## src/rtl/mem_stage_pkg.sv

```systemverilog
// Shared types for the MEM stage: FSM encoding, MEM/WB bundle, widths.
// Imported by mem_stage and mem_wb_reg.
package mem_stage_pkg;

  localparam int DATA_W = 32;
  localparam int REG_W  = 5;

  typedef enum logic [1:0] {
    IDLE = 2'd0,
    WAIT = 2'd1,
    DONE = 2'd2
  } state_e;

  typedef struct packed {
    logic              reg_write;
    logic              mem_to_reg;
    logic [DATA_W-1:0] read_data;
    logic [DATA_W-1:0] alu_result;
    logic [REG_W-1:0]  write_reg;
  } mem_wb_t;

  localparam mem_wb_t BUBBLE = '0;

endpackage

```

## src/rtl/mem_wb_reg.sv

```systemverilog
// MEM/WB pipeline register with enable and bubble insert.
// Resets to all zeros.
module mem_wb_reg
  import mem_stage_pkg::*;
(
  input  logic    clk_i,
  input  logic    rst_i,
  input  logic    en_i,
  input  logic    bubble_i,
  input  mem_wb_t d_i,
  output mem_wb_t q_o
);

  mem_wb_t wb_q;
  mem_wb_t wb_d;

  always_comb begin
    wb_d = wb_q;
    if (en_i) wb_d = bubble_i ? BUBBLE : d_i;
  end

  always_ff @(posedge clk_i or posedge rst_i) begin
    if (rst_i) wb_q <= BUBBLE;
    else       wb_q <= wb_d;
  end

  assign q_o = wb_q;

endmodule

```

## src/rtl/mem_stage.sv

```systemverilog
// MEM stage: turns lw/sw into a req/ack data-memory transaction,
// stalls upstream while outstanding, and feeds the MEM/WB register.
module mem_stage
  import mem_stage_pkg::*;
#(
  parameter int unsigned ACK_TIMEOUT = 255,
  parameter logic [31:0] POISON      = 32'hDEAD_BEEF
) (
  input  logic              clk_i,
  input  logic              rst_i,
  input  logic              start_i,
  input  logic              MemRd_i,
  input  logic              MemWr_i,
  input  logic              MemtoReg_i,
  input  logic              RegWrite_i,
  input  logic [DATA_W-1:0] ALUResult_i,
  input  logic [DATA_W-1:0] MemData_i,
  input  logic [REG_W-1:0]  WriteReg_i,
  output logic              mem_req_o,
  output logic              mem_we_o,
  output logic [DATA_W-1:0] mem_addr_o,
  output logic [DATA_W-1:0] mem_wdata_o,
  input  logic              mem_ack_i,
  input  logic [DATA_W-1:0] mem_rdata_i,
  output logic              stall_o,
  output logic              RegWrite_o,
  output logic              MemtoReg_o,
  output logic [DATA_W-1:0] ReadData_o,
  output logic [DATA_W-1:0] ALUResult_o,
  output logic [REG_W-1:0]  WriteReg_o,
  output logic              misalign_o,
  output logic              err_o
);

  localparam int CNT_W = $clog2(ACK_TIMEOUT + 2);
  localparam logic [CNT_W-1:0] TO_CNT = CNT_W'(ACK_TIMEOUT);

  state_e            state_q, state_d;
  logic [CNT_W-1:0]  cnt_q, cnt_d;
  logic              req_q, req_d;
  logic              we_q, we_d;
  logic [DATA_W-1:0] addr_q, addr_d;
  logic [DATA_W-1:0] wdata_q, wdata_d;
  logic [DATA_W-1:0] rdata_q, rdata_d;
  logic              err_q, err_d;
  logic              mis_q, mis_d;

  logic    memop;
  logic    aligned;
  logic    wb_bubble;
  mem_wb_t wb_in;
  mem_wb_t wb_out;

  assign memop   = MemRd_i | MemWr_i;
  assign aligned = (ALUResult_i[1:0] == 2'b00);

  always_comb begin
    state_d   = state_q;
    cnt_d     = cnt_q;
    req_d     = req_q;
    we_d      = we_q;
    addr_d    = addr_q;
    wdata_d   = wdata_q;
    rdata_d   = rdata_q;
    err_d     = err_q;
    mis_d     = 1'b0;
    wb_bubble = 1'b1;
    wb_in     = '{reg_write:  RegWrite_i,
                  mem_to_reg: MemtoReg_i,
                  read_data:  '0,
                  alu_result: ALUResult_i,
                  write_reg:  WriteReg_i};
    unique case (state_q)
      IDLE: begin
        if (!memop) begin
          wb_bubble = 1'b0;
        end else if (aligned) begin
          state_d = WAIT;
          cnt_d   = '0;
          req_d   = 1'b1;
          we_d    = MemWr_i;
          addr_d  = {ALUResult_i[DATA_W-1:2], 2'b00};
          wdata_d = MemData_i;
        end else begin
          mis_d = 1'b1;
        end
      end
      WAIT: begin
        if (mem_ack_i) begin
          req_d   = 1'b0;
          rdata_d = we_q ? '0 : mem_rdata_i;
          state_d = DONE;
        end else begin
          cnt_d = cnt_q + 1'b1;
          if (ACK_TIMEOUT != 0 && cnt_d == TO_CNT) begin
            req_d   = 1'b0;
            rdata_d = we_q ? '0 : POISON;
            err_d   = 1'b1;
            state_d = DONE;
          end
        end
      end
      DONE: begin
        wb_bubble       = 1'b0;
        wb_in.read_data = rdata_q;
        state_d         = IDLE;
        cnt_d           = '0;
      end
      default: state_d = IDLE;
    endcase
  end

  always_ff @(posedge clk_i or posedge rst_i) begin
    if (rst_i) begin
      state_q <= IDLE;
      cnt_q   <= '0;
      req_q   <= 1'b0;
      we_q    <= 1'b0;
      addr_q  <= '0;
      wdata_q <= '0;
      rdata_q <= '0;
      err_q   <= 1'b0;
      mis_q   <= 1'b0;
    end else if (start_i) begin
      state_q <= state_d;
      cnt_q   <= cnt_d;
      req_q   <= req_d;
      we_q    <= we_d;
      addr_q  <= addr_d;
      wdata_q <= wdata_d;
      rdata_q <= rdata_d;
      err_q   <= err_d;
      mis_q   <= mis_d;
    end
  end

  // Gated by reset so the stall clears with everything else
  always_comb begin
    stall_o = 1'b0;
    unique case (state_q)
      IDLE:    stall_o = memop & aligned;
      WAIT:    stall_o = 1'b1;
      default: stall_o = 1'b0;
    endcase
    if (rst_i) stall_o = 1'b0;
  end

  mem_wb_reg u_mem_wb (
    .clk_i    (clk_i),
    .rst_i    (rst_i),
    .en_i     (start_i),
    .bubble_i (wb_bubble),
    .d_i      (wb_in),
    .q_o      (wb_out)
  );

  assign mem_req_o   = req_q;
  assign mem_we_o    = we_q;
  assign mem_addr_o  = addr_q;
  assign mem_wdata_o = wdata_q;
  assign misalign_o  = mis_q;
  assign err_o       = err_q;
  assign RegWrite_o  = wb_out.reg_write;
  assign MemtoReg_o  = wb_out.mem_to_reg;
  assign ReadData_o  = wb_out.read_data;
  assign ALUResult_o = wb_out.alu_result;
  assign WriteReg_o  = wb_out.write_reg;

endmodule

```

## config.mk

```make
export PLATFORM = sky130hd
export DESIGN_NAME = mem_stage
export DESIGN_NICKNAME = d
export VERILOG_FILES = /design/src/rtl/mem_stage_pkg.sv /design/src/rtl/mem_wb_reg.sv /design/src/rtl/mem_stage.sv
export SDC_FILE = /design/constraint.sdc
export NUM_CORES = 1
export LEC_CHECK = 0
export ABC_AREA = 1
export BUFFER_PORTS_ARGS = -buffer_cell sky130_fd_sc_hd__clkbuf_2
export CAP_MARGIN = 5
export CORE_AREA = 3 3 138 140
export CTS_CLUSTER_DIAMETER = 30
export DETAILED_ROUTE_END_ITERATION = 10
export DIE_AREA = 0 0 141 143
export GPL_ROUTABILITY_DRIVEN = 1
export PLACE_DENSITY = 0.62
export SLEW_MARGIN = 10
export SYNTH_ARGS = -nofsm -noshare
export SYNTH_HDL_FRONTEND = slang
export SYNTH_SLANG_ARGS = --single-unit
```

## constraint.sdc

```tcl
create_clock -name clk_i -period 16.8 [get_ports clk_i]
set_input_delay 2.52 -clock clk_i [delete_from_list [all_inputs] [get_ports clk_i]]
set_output_delay 2.52 -clock clk_i [all_outputs]
set_load 0.01 [all_outputs]
```

* After elaboration in Yosys (flattened, before gate mapping)
Index checks and enable logic that the tools add are counted.
** Storage, ports and cells
- Register bits :: 180
- Output and inout port bits :: 140
- Logic and storage cells :: 63
** Cells by class
- $add $sub $neg :: 1
- Eq/ne operators :: 7
- Mux-type cells :: 27
- Bitwise operators :: 3
- Reduce and logical (&&, ||, !) cells :: 11
** Operators by type and width (count)
- $mux 32 :: 5
- $mux 71 :: 1
- $mux 9 :: 3
- $pmux 9 s3 :: 1
- $reduce_and 4->1 :: 3
- $reduce_and 5->1 :: 2
- $add 9x1->9 const B :: 1
- $eq 9x8->1 const B :: 1
- $mux 1 :: 9
- $mux 2 :: 4
- $ne 2x2->1 const B :: 3
- $pmux 1 s2 :: 3
- $logic_not 2->1 :: 2
- $pmux 2 s2 :: 1
- $reduce_bool 2->1 :: 2
- $ne 3x3->1 const B :: 1
- $reduce_and 3->1 :: 1
- $reduce_bool 3->1 :: 1
- $eq 2x1->1 const B :: 1
- $eq 2x2->1 const B :: 1
- $and 1x1->1 :: 1
- $not 1->1 :: 1
- $or 1x1->1 :: 1

* Logic depth before layout (Yosys ltp)
- Depth in word-level cells :: 5
- Mapped depth :: 14
- Mapped depth without buffers :: 12

* Modules after synthesis
From an unflattened synthesis, not the netlist that was laid out.
** Unflattened totals
- Cell total of the unflattened synthesis :: 767
- Area total of the unflattened synthesis :: 7731.2 µm²
** Modules (own cells, without submodules)
- mem_stage :: instances 1, cells each 458, area an instance 4872.2 µm², seq. area each 2727.6 µm²
- mem_wb_reg :: instances 1, cells each 309, area an instance 2859.0 µm², seq. area each 1776.7 µm²

* Worst setup path after synthesis
OpenSTA, ideal clock, no wires.
- Path kind :: input port to output port
- From :: in ALUResult_i[0]
- To :: out stall_o
- Arrival time :: 3.027 ns
- Required time :: 14.280 ns
- Path slack :: 11.253 ns
- Stages :: 5
- Path buffers :: 0
- Path through :: inv_1 -> nand2_1 -> nor2_1 -> nand2_1 -> a21oi_1
** Between the ends
- Cells in the longest elaborated chain, start to end :: 4
** Ends and longest elaborated chain
- start, declared :: RTL line mem_stage.sv:16 : input logic [DATA_W-1:0] ALUResult_i,
- $logic_not 2->1 :: RTL line mem_stage.sv:55 : assign aligned = (ALUResult_i[1:0] == 2'b00);
- $and 1x1->1 :: RTL line mem_stage.sv:141 : IDLE: stall_o = memop & aligned;
- $pmux 1 s2 :: RTL line mem_stage.sv:140 : unique case (state_q)
- $mux 1 :: RTL line mem_stage.sv:145 : if (rst_i) stall_o = 1'b0;
- end, declared :: RTL line mem_stage.sv:25 : output logic stall_o,
Every way passes these cells.

* Worst setup path after layout
- From :: in MemWr_i
- To :: out stall_o
** Between the ends
- Cells in the longest elaborated chain, start to end :: 4
** Ends and longest elaborated chain
- start, declared :: RTL line mem_stage.sv:13 : input logic MemWr_i,
- $or 1x1->1 :: RTL line mem_stage.sv:54 : assign memop = MemRd_i | MemWr_i;
- $and 1x1->1 :: RTL line mem_stage.sv:141
- $pmux 1 s2 :: RTL line mem_stage.sv:140
- $mux 1 :: RTL line mem_stage.sv:145
Every way passes these cells.

==> run_results.csv <==
group,metric,value,unit
run_status,status,"finished clean",
route,drtPass1Iterations,4,
sta,fin_tns_setup,0,ps
final_layout,ff_latch_area,4500,um^2
place,io_buffers,246,
final_layout,antenna-diode-count,0,
sta,post-route-period-util,0.358,
critical_path,cp_max_fo,4,
grt,antenna_found_initial,0,
sta,fin_crit,6010,ps
sta,worst_slew_pin_slew,993,ps
final_layout,fillCellCount,1668,
job,drv_cap,0,
sta,timing.fmax,166,MHz
clock_tree,cts_num_sinks,180,
final_layout,multi_input_area,2250,um^2
sta,rsz0062_at_grt,"no",
floorplan,boundaryPins,249,
clock_tree,htreeDepth,4,
place,hpwl,12400,um
final_layout,syn_to_final_growth,27.1,%
critical_path,cp_slowest_cell,"nor2_1",
floorplan,dieArea,20200,um^2
route,wire_per_inst,16.0,um
sta,hold_violations,0,
clock_tree,clk_transition_reported_paths,70,ps
logic_synthesis,ys_types,25,
grt,grt-ovfl-total,0,
final_layout,post-route-cell-area,9110,um^2
route,drc,0,
logic_synthesis,synth_seq_cells,180,
logic_synthesis,syn-cell-area,7170,um^2
critical_path,critPathCaptureType,"output pin",
grt,grt_max_degree,102,
final_layout,drive_above_1_share,0.381,
grt,grt_pass1_vias,5570,
critical_path,critPathKind,"in2out",
clock_tree,cts_root_buffer,"clkbuf_16",
critical_path,crit_family,"simple AND/OR/NAND/NOR gates",
critical_path,path_cells,"clkbuf_2, nor2_1, nor2_1, nand2_1, a21oi_1, clkbuf_2",
sta,finalSetupViolations,0,
logic_synthesis,ys_warn_count,0,
floorplan,die_h,143,um
power_and_ir_drop,vdd_ir_drop_max,0.0000679,V
route,routed_wl,18200,um
sta,fin_skew,10.5,ps
place,gp_congestion,0.777,
clock_tree,postCtsHoldBufs,0,
clock_tree,cts_buffers,17,
clock_tree,clockBufferDepth,2,
clock_tree,insertion_delay,430,ps
power_and_ir_drop,p_leak,4.75,nW
route,vias_per_cell,4.84,
logic_synthesis,avgSynthCellArea,10.7,um^2
critical_path,r2r_slack,14180,ps
sta,timing.slew.headroom,0.338,
floorplan,row_count,49,
logic_synthesis,postSynthCellCount,668,
critical_path,path_buf_inv,2,
logic_synthesis,synth_ff_type,"dfrtp_1",
route,final_antenna_net_count,0,
clock_tree,cts_tree,"yes",
route,drt_iter0_markers,329,
final_layout,final_nets,1008,
logic_synthesis,synth-edff-count,0,
floorplan,initial_core_util,0.399,
critical_path,slowest_delay,390,ps
min_path,min_path_type,"reg2reg",
clock_tree,post-cts-setup-buffers,0,
sta,slew_viol_final,0,
critical_path,cp_data_required_time,14280,ps
grt,grt_pass1_wl,29500,um
grt,grtUsageTotal,0.185,
power_and_ir_drop,power_density,125,nW/um^2
floorplan,die_w,141,um
logic_synthesis,async_reset_ff_frac,1.00,
route,num_vias,5514,
clock_tree,cts_resized,0,
logic_synthesis,ys_seq_area_frac,0.628,
floorplan,core,18000,um^2
critical_path,start_kind,"input port",
place,place_area,8550,um^2
critical_path,cp.arrival,3490,ps
synth_stat cells, types with 3 or more instances:
| cell type | n | share of area |
|---|---|---|
| a32o_1 | 32 | 0.045 |
| buf_2 | 6 | 0.0042 |
| buf_6 | 6 | 0.0094 |
| clkbuf_1 | 29 | 0.015 |
| dfrtp_1 | 180 | 0.63 |
| inv_1 | 60 | 0.031 |
| mux2_2 | 32 | 0.050 |
| nand2_1 | 148 | 0.077 |
| nand3_1 | 8 | 0.0056 |
| nor2_1 | 12 | 0.0063 |
| o21ai_0 | 105 | 0.073 |
| o21ai_1 | 9 | 0.0063 |
| o21ai_2 | 22 | 0.027 |
| o22ai_1 | 3 | 0.0026 |
state kept, by name (all words and copies together), names as in the netlist:
signal,cells
u_mem_wb.q_o,71
mem_wdata_o,32
rdata_q,32
mem_addr_o,30
cnt_q,9
state_q,2
err_o,1
mem_req_o,1
mem_we_o,1
misalign_o,1
final timing paths:
check                                      end  cells after the start  startpoint
worst max-delay path                   stall_o                      6     MemWr_i
max in group asynchronous       mem_wdata_o[8]                      3       rst_i
min in group asynchronous       mem_wdata_o[3]                      2       rst_i
worst min register to register       mem_req_o                      2   mem_req_o
worst min-delay path                 mem_req_o                      2   mem_req_o
worst max register to register      state_q[1]                     12    cnt_q[0]
tightest hold or removal path, cell delays in order, from the launching register on:
cell,delay (ps)
dfrtp_1,340
nand2_1,50
nand2_1,50
metal layers:
metal	up-vias	GRT usage	share of wire
li1	2686	-	-
met1	2625	0.244	0.43
met2	184	0.286	0.47
met3	19	0.0727	0.090
met4	0	0.0510	0.010
met5	-	0	0
where the power goes:
part | internal (W) | leakage (nW) | total, W | switching (W)
clock network | 0.000203 | 0.279 | 0.000385 | 0.000182
registers | 0.000506 | 2.36 | 0.000545 | 0.0000391
logic | 0.0000893 | 2.11 | 0.000211 | 0.000121
cell families after synthesis:
kind of cell | after synthesis | share of synthesized area
adders and majority gates | 2 | 0.00349
other | 1 | 0.000523
xor gates and xnor gates | 1 | 0.00227
DFF | 180 | 0.628
buffers and inverters | 103 | 0.0623
muxes | 32 | 0.0502
AOI/OAI and AO/OA | 175 | 0.157
and+or+nand+nor | 174 | 0.0958
cells in the final DEF, fill, tap and decap left out, types with 7 or more instances in the layout:
master and n:
o21ai_2 23, dfrtp_1 180, nand3_1 7, nand2_1 147
a32o_1 32, clkbuf_16 17, o21ai_1 9, clkbuf_2 246
o21ai_0 104, mux2_2 32, nor2_1 12, inv_1 58
final cells by class:
class | instances | share of cell area
Clock inverter | 13 | 0.0125
Inverter | 60 | 0.0253
Timing Repair Buffer | 252 | 0.140
Clock buffer | 19 | 0.0497
Multi-Input combinational cell | 386 | 0.247
Tap cell | 229 | 0.0314
Sequential cell | 180 | 0.494
metrics by stage:
stage | hold slack (ps) | setup WS [ps] | total power [W] | instances | utilization
after floorplan | 453 | 9390 | 0.000671 | 669 | -
after global placement | 456 | 10840 | 0.000764 | 1107 | 0.476
after detailed placement | 468 | 10800 | 0.000769 | 1107 | 0.476
after CTS | 483 | 10800 | 0.00116 | 1139 | 0.507
after global routing | 502 | 10740 | 0.00121 | 1139 | 0.507
final | 477 | 10790 | 0.00114 | 1139 | 0.507
Note: power is estimated with default switching activity, not from simulation.
